### config.mk
export PLATFORM = sky130hd
export DESIGN_NAME = max7219_display_driver
export DESIGN_NICKNAME = d
export VERILOG_FILES = /design/src/rtl/max7219_pkg.sv /design/src/rtl/spi_frame_tx.sv /design/src/rtl/max7219_display_driver.sv
export SDC_FILE = /design/constraint.sdc
export NUM_CORES = 1
export LEC_CHECK = 0
export ABC_AREA = 1
export BUFFER_PORTS_ARGS = -buffer_cell sky130_fd_sc_hd__buf_2
export CAP_MARGIN = 10
export CORE_MARGIN = 2
export CORE_UTILIZATION = 40
export DETAILED_ROUTE_END_ITERATION = 12
export PLACE_DENSITY = 0.56
export SYNTH_ARGS = -nofsm -noshare
export SYNTH_HDL_FRONTEND = slang
export SYNTH_SLANG_ARGS = --single-unit
### constraint.sdc
create_clock -name clk -period 3.9 [get_ports clk]
set_input_delay 0.585 -clock clk [delete_from_list [all_inputs] [get_ports clk]]
set_output_delay 0.585 -clock clk [all_outputs]
set_load 0.05 [all_outputs]
### src/rtl/max7219_pkg.sv
// Shared MAX7219 register map, init ROM, digit-frame builder and the phase/mode types
// used by the stopwatch display driver.
package max7219_pkg;

  localparam logic [3:0] ADDR_DIGIT0    = 4'h1;
  localparam logic [3:0] ADDR_DIGIT1    = 4'h2;
  localparam logic [3:0] ADDR_DIGIT2    = 4'h3;
  localparam logic [3:0] ADDR_DIGIT3    = 4'h4;
  localparam logic [3:0] ADDR_DIGIT4    = 4'h5;
  localparam logic [3:0] ADDR_DIGIT5    = 4'h6;
  localparam logic [3:0] ADDR_DECODE    = 4'h9;
  localparam logic [3:0] ADDR_INTENSITY = 4'hA;
  localparam logic [3:0] ADDR_SCANLIMIT = 4'hB;
  localparam logic [3:0] ADDR_SHUTDOWN  = 4'hC;
  localparam logic [3:0] ADDR_TEST      = 4'hF;

  localparam int unsigned NUM_INIT   = 5;
  localparam int unsigned NUM_DIGITS = 6;

  typedef enum logic [1:0] {LOAD, SHIFT, GAP, IDLE} phase_e;
  typedef enum logic {MODE_INIT, MODE_REFRESH} mode_e;

  typedef struct packed {
    logic [2:0] min_x0;
    logic [3:0] min_0x;
    logic [2:0] sec_x0;
    logic [3:0] sec_0x;
    logic [3:0] ces_x0;
    logic [3:0] ces_0x;
  } digits_t;

  function automatic logic [15:0] init_frame(input logic [2:0] idx, input logic [3:0] intensity);
    logic [15:0] f;
    case (idx)
      3'd0:    f = {4'h0, ADDR_TEST,      8'h00};
      3'd1:    f = {4'h0, ADDR_SCANLIMIT, 8'h05};
      3'd2:    f = {4'h0, ADDR_DECODE,    8'h3F};
      3'd3:    f = {4'h0, ADDR_INTENSITY, 4'h0, intensity};
      default: f = {4'h0, ADDR_SHUTDOWN,  8'h01};
    endcase
    return f;
  endfunction

  // Decimal points after the seconds and minutes ones digits give MM.SS.CC.
  function automatic logic [15:0] digit_frame(input logic [2:0] idx, input digits_t d);
    logic [3:0] bcd;
    logic       dp;
    logic [3:0] addr;
    dp = 1'b0;
    case (idx)
      3'd0:    bcd = d.ces_0x;
      3'd1:    bcd = d.ces_x0;
      3'd2:    begin bcd = d.sec_0x; dp = 1'b1; end
      3'd3:    bcd = {1'b0, d.sec_x0};
      3'd4:    begin bcd = d.min_0x; dp = 1'b1; end
      default: bcd = {1'b0, d.min_x0};
    endcase
    addr = ADDR_DIGIT0 + {1'b0, idx};
    return {4'h0, addr, dp, 3'b000, bcd};
  endfunction

endpackage

### src/rtl/spi_frame_tx.sv
// Serialises one 16-bit MAX7219 frame: LOAD cycle, 16 sck bits MSB first, then a cs_n-high gap.
// done is high in IDLE and in the last gap cycle, when a back-to-back start is accepted.
module spi_frame_tx
  import max7219_pkg::*;
#(
  parameter int unsigned CLK_DIV = 2
) (
  input  logic        clk,
  input  logic        res_n,
  input  logic        start,
  input  logic [15:0] frame,
  output logic        cs_n,
  output logic        sck,
  output logic        mosi,
  output logic        done
);

  localparam int unsigned     CW       = $clog2(2 * CLK_DIV);
  localparam logic [CW-1:0]   CNT_LAST = CW'(2 * CLK_DIV - 1);
  localparam logic [CW-1:0]   CNT_HIGH = CW'(CLK_DIV);

  phase_e        phase_q, phase_d;
  logic [CW-1:0] cnt_q, cnt_d;
  logic [3:0]    bit_q, bit_d;
  logic [15:0]   sh_q, sh_d;
  logic          cs_n_q, cs_n_d;
  logic          sck_q, sck_d;
  logic          mosi_q, mosi_d;
  logic          bit_end;

  always_comb begin
    phase_d = phase_q;
    cnt_d   = cnt_q;
    bit_d   = bit_q;
    sh_d    = sh_q;
    bit_end = (cnt_q == CNT_LAST);
    done    = (phase_q == IDLE) || ((phase_q == GAP) && bit_end);

    unique case (phase_q)
      LOAD: begin
        phase_d = SHIFT;
        cnt_d   = '0;
      end
      SHIFT: begin
        cnt_d = bit_end ? '0 : cnt_q + 1'b1;
        if (bit_end) begin
          sh_d = {sh_q[14:0], 1'b0};
          if (bit_q == 4'd15) phase_d = GAP;
          else                bit_d   = bit_q + 4'd1;
        end
      end
      GAP:     cnt_d = bit_end ? '0 : cnt_q + 1'b1;
      default: ;
    endcase

    if (done) begin
      phase_d = start ? LOAD : IDLE;
      if (start) begin
        sh_d  = frame;
        bit_d = '0;
        cnt_d = '0;
      end
    end

    // Outputs are computed from next state so they leave flops aligned with the phase.
    cs_n_d = !((phase_d == LOAD) || (phase_d == SHIFT));
    sck_d  = (phase_d == SHIFT) && (cnt_d >= CNT_HIGH);
    mosi_d = cs_n_d ? 1'b0 : sh_d[15];
  end

  always_ff @(posedge clk or negedge res_n) begin
    if (!res_n) begin
      phase_q <= IDLE;
      cnt_q   <= '0;
      bit_q   <= '0;
      sh_q    <= '0;
      cs_n_q  <= 1'b1;
      sck_q   <= 1'b0;
      mosi_q  <= 1'b0;
    end else begin
      phase_q <= phase_d;
      cnt_q   <= cnt_d;
      bit_q   <= bit_d;
      sh_q    <= sh_d;
      cs_n_q  <= cs_n_d;
      sck_q   <= sck_d;
      mosi_q  <= mosi_d;
    end
  end

  assign cs_n = cs_n_q;
  assign sck  = sck_q;
  assign mosi = mosi_q;

endmodule

### src/rtl/max7219_display_driver.sv
// Stopwatch digit bus to MAX7219: sends the init sequence after reset, then refreshes
// digits 1..6 continuously from a snapshot taken at the start of each pass.
module max7219_display_driver
  import max7219_pkg::*;
#(
  parameter int unsigned CLK_DIV   = 2,
  parameter logic [3:0]  INTENSITY = 4'h8
) (
  input  logic       clk,
  input  logic       res_n,
  input  logic       ena,
  input  logic [3:0] ces_0X,
  input  logic [3:0] ces_X0,
  input  logic [3:0] sec_0X,
  input  logic [2:0] sec_X0,
  input  logic [3:0] min_0X,
  input  logic [2:0] min_X0,
  output logic       cs_n,
  output logic       sck,
  output logic       mosi,
  output logic       init_done
);

  mode_e       mode_q, mode_d;
  logic [2:0]  idx_q, idx_d;
  logic        busy_q, busy_d;
  logic        init_done_q, init_done_d;
  digits_t     snap_q, snap_d;
  digits_t     live;
  digits_t     src;
  logic        start;
  logic        tx_done;
  logic [15:0] frame;

  always_comb begin
    live = '{min_x0: min_X0, min_0x: min_0X, sec_x0: sec_X0,
             sec_0x: sec_0X, ces_x0: ces_X0, ces_0x: ces_0X};
    mode_d      = mode_q;
    idx_d       = idx_q;
    init_done_d = init_done_q;
    snap_d      = snap_q;

    if (busy_q && tx_done) begin
      if (mode_q == MODE_INIT) begin
        if (idx_q == 3'(NUM_INIT - 1)) begin
          mode_d      = MODE_REFRESH;
          idx_d       = '0;
          init_done_d = 1'b1;
        end else begin
          idx_d = idx_q + 3'd1;
        end
      end else begin
        idx_d = (idx_q == 3'(NUM_DIGITS - 1)) ? '0 : idx_q + 3'd1;
      end
    end

    // ena only gates new frames; the index still advances past the frame just finished.
    start  = ena && tx_done;
    busy_d = start ? 1'b1 : (tx_done ? 1'b0 : busy_q);

    if (start && (mode_d == MODE_REFRESH) && (idx_d == '0)) snap_d = live;
    src   = (idx_d == '0) ? live : snap_q;
    frame = (mode_d == MODE_INIT) ? init_frame(idx_d, INTENSITY) : digit_frame(idx_d, src);
  end

  always_ff @(posedge clk or negedge res_n) begin
    if (!res_n) begin
      mode_q      <= MODE_INIT;
      idx_q       <= '0;
      busy_q      <= 1'b0;
      init_done_q <= 1'b0;
      snap_q      <= '0;
    end else begin
      mode_q      <= mode_d;
      idx_q       <= idx_d;
      busy_q      <= busy_d;
      init_done_q <= init_done_d;
      snap_q      <= snap_d;
    end
  end

  spi_frame_tx #(.CLK_DIV(CLK_DIV)) u_tx (
    .clk   (clk),
    .res_n (res_n),
    .start (start),
    .frame (frame),
    .cs_n  (cs_n),
    .sck   (sck),
    .mosi  (mosi),
    .done  (tx_done)
  );

  assign init_done = init_done_q;

endmodule

==> out/results.env <==
SYNTH_TOP_FAMILY_BY_AREA='simple AND/OR/NAND/NOR gates'
SYNTH_TOP_CELL_BY_AREA='dfrtp_1'
SYNTH_SEQ_AREA_SHARE=0.440
SYNTH_TOP_CELLS_BY_AREA='dfrtp_1 (41%), nand2_1 (11%), inv_1 (7.4%), ha_1 (6.5%), nor2_1 (5.4%)'
SYNTH.DISTINCT_CELLS=34
RSZ0062_AT_GRT='no'
PIN_COUNT_OF_THE_BIGGEST_NET_ENTERING_GLOBAL_ROUTING=52
CTS-HTREE-LEVELS=2
NUM_ROWS=31
DETAILROUTE.WIRELENGTH.MET3_UM=241
TNS_NS=0
VDD_IR_DROP_MAX_mV=0.289
HOLD_CLASS='in -> async'
SYNTH-XOR-AREA-SHARE=0.00602
STARTPOINT_TYPE='flip-flop'
TIMING.SETUP.CRITICAL_PATH_CLASS='reg -> reg'
REG2REG_SLACK_NS=0.84
AREA_GROWTH_SYN_TO_LAYOUT_PCT=10.3
SYN-CELL-AREA_UM2=2910
SYNTH_ENABLE_FLOP_CELLS=0
IO_BUFFER_COUNT=28
DIE_Y_UM=89.3
WORST_SETUP_HOLD_PATH_CLK_SLEW_NS=0.10
NUM-NETS-FINAL=438
NETSWITCHINGFRACTION=0.457
WORST_SLEW_PIN_SLEW_NS=0.652
RUN_STATUS='complete, no violations'
SYNTH_CELLS=372
FINCLKSKEW_NS=0.00818
MAXCLOCKFREQUENCY_GHz=0.327
NUMCLOCKSINKS=51
POSTCTSSETUPBUFFERS=0
SYNTH_MOST_COMMON_CELL='nand2_1'
GRT_USAGE=0.164
WORSTSKEWPAIRLATENCY_NS=0.31
ANTENNA-DIODE-COUNT=0
DETAIL_ROUTE.WL_PER_CELL_UM=11.7
SHARE_OF_POWER_BURNED_IN_THE_CLOCK_NETWORK=0.135
SYNTH.TOP_CELLS.BY_COUNT='nand2_1 (86), inv_1 (57), dfrtp_1 (48)'
POWER.SHARE.SEQUENTIAL=0.356
DRT_DRC_VIOLATIONS_LEFT=0
YOSYS.AREA_SHARE.ADDER=0.0645
FINAL_PERIOD_MINUS_WORST_SETUP_SLACK_NS=3.06
GRT_PASS1_VIAS=2211
P_SW_W=0.00104
DETAIL_ROUTE.WIRELENGTH_MM=5.82
REPORT.FINAL.HOLD_VIOL_COUNT=0
DRT_FIRST_PASS_ITERS=4
GLOBAL_ROUTE_WIRE_LENGTH_BEFORE_REPAIR_MM=10.1
DIE_X_UM=89.3
POSTSYNTHAREAPERCELL_UM2=7.82
GR-TOTAL-OVERFLOW=0
IO_PINS=29
SYNTH_COMPOUND_AREA_FRAC=0.127
SYNTH_MUX_AREA_FRAC=0.0245
INITIAL_UTILIZATION=0.408
LEAKAGE_nW=1.75
POSTSYNTH.TOPFLOPCELL='dfrtp_1'
TIMING.SLEW.HEADROOM=0.565
SYNTHSIMPLEGATEAREAFRAC=0.238
CRITPATHREQUIREDTIME_NS=4.10
CAP_VIOLATIONS=0
PLACE.DETAILED.HPWL_MM=4.17
GRT_ANTENNA_BEFORE_REPAIR=0
CORE_REGION_AREA_UM2=7140
DRIVE_GT1_FRAC=0.160
ROUTED-WL-MET2_MM=2.58
CLOCKBUFFERDEPTH=2
P_COMB_FRAC=0.509
DR.FIRST_ITER.DRC_COUNT=57
DIE_AREA_UM2=7970
SYNTHDOMINANTCELLAREASHARE=0.413
INTERNAL_CELL_POWER_W=0.00124
ASYNC_SR_FLOP_FRACTION=1.00
CTS-HOLD-FIX-BUFFERS=0
POWER.TOTAL_W=0.00228
CRITPATHCAPTURETYPE='flip-flop'
SYN_NETS=412
CRITICAL_PATH.MAX_FANOUT=30
CTS_RESIZED=0
LAYOUT_WORST_PATH_CYCLE_SHARE=0.784
VIA_COUNT_NORMALIZED_BY_INSTANCE_COUNT=4.66
DRT-MET1-WL_MM=2.89
CAPTURE_POINT_OF_THE_WORST_REG_TO_REG_PATH='snap_q[11]'
VIA_COUNT=2323
FINAL_SETUP_VIOLATION_COUNT=0
CTS_ROOT_BUFFER='clkbuf_8'
RR_WORST_DEPTH=14
CTS_MADE_BUFFERS=5
SYNTH_WARNINGS=0
RATIO_OF_TOTAL_POWER_TO_CELL_AREA_nW_PER_UM2=710
SYNTH_SEQ_CELLS=51
TIMING.FINAL.MAX_SLEW_VIOLATIONS=0
CP.ARRIVAL_NS=3.26
GP_CONGESTION=0.845
WORSTREG2REGSTART='u_tx.phase_q[0]'
REMAINING_ANTENNA_VIOLATION_COUNT=0
CLOCK_TREE_FROM_TRITONCTS='done'
ROUTED.TOP_LAYER='met4'
## per-layer routing
metal	global-route usage	up-vias
met5	0	-
met4	0.0556	0
met3	0.0452	10
met2	0.253	38
met1	0.222	1053
li1	-	1222
## logic make-up after synthesis
group           after synthesis
simple gates                164
buf+inv                      70
compound gates               64
flops                        51
fa+ha+maj                    15
mux                           6
xor+xnor                      2
## worst max path at each step
stage                                from      endpoint  slack (ns)  cells after the start
after floorplan           u_tx.phase_q[0]  u_tx.sh_q[0]        1.14                     17
after global placement    u_tx.phase_q[0]    snap_q[18]        0.94                     14
after detailed placement  u_tx.phase_q[0]    snap_q[18]        0.84                     14
after CTS                 u_tx.phase_q[0]    snap_q[11]        0.81                     14
after global routing      u_tx.phase_q[0]    snap_q[15]        0.65                     14
final                     u_tx.phase_q[0]    snap_q[11]        0.84                     14
## cells in the final DEF, fill, tap and decap left out, types with 6 or more instances in the layout
cell	n
nand2_1	86
inv_1	57
dfrtp_1	48
nor2_1	42
buf_2	28
a21oi_1	22
o21ai_0	20
nand3_1	20
ha_1	15
nand2_2	6
o21ai_1	6
## metrics by stage
stage	utilization	hold WS, ns	instances	setup WS, ns	instance area [um^2]
floorplan	-	0.289	372	1.14	2910
global placement	0.437	0.451	490	0.939	3120
detailed placement	0.437	0.450	490	0.839	3120
CTS	0.450	0.395	498	0.808	3210
global route	0.450	0.434	498	0.650	3210
finish	0.450	0.366	498	0.841	3210
## power by group through the flow
stage	clock network (W)	logic, W	registers, W
finish	0.000307	0.00116	0.000811
global placement	0	0.00115	0.000821
detailed placement	0	0.00115	0.000822
floorplan	0	0.000885	0.000844
CTS	0.000323	0.00117	0.000812
global route	0.000345	0.00133	0.000834
## flip-flops by register name (all words and copies together) (netlist names), 2 cells and up
signal / flops
snap_q: 18
idx_q: 3
u_tx.sh_q: 16
u_tx.phase_q: 2
u_tx.cnt_q: 2
u_tx.bit_q: 4
## worst max-delay path: stages (launching register included)
cell and delay [ns]:
dfstp_2 0.57, inv_1 0.07, ha_1 0.20, nand2_2 0.10, nand2_2 0.11, nand2_1 0.10
nor2_1 0.05, nor3_1 0.18, buf_4 0.17, inv_1 0.08, ha_1 0.37, nand2_4 0.25
inv_2 0.08, nand2_4 0.24, mux2_2 0.37
## layout make-up
cell class / instances / area, um^2
fillers: 777 / 3930
multi-input cells: 251 / 1340
clock buffers: 5 / 68.8
flip-flops and latches: 51 / 1280
inverters: 59 / 221
well taps: 99 / 124
repair buffers: 30 / 155
clock inverters: 3 / 20.0
Power figures use the tool's default switching activity.
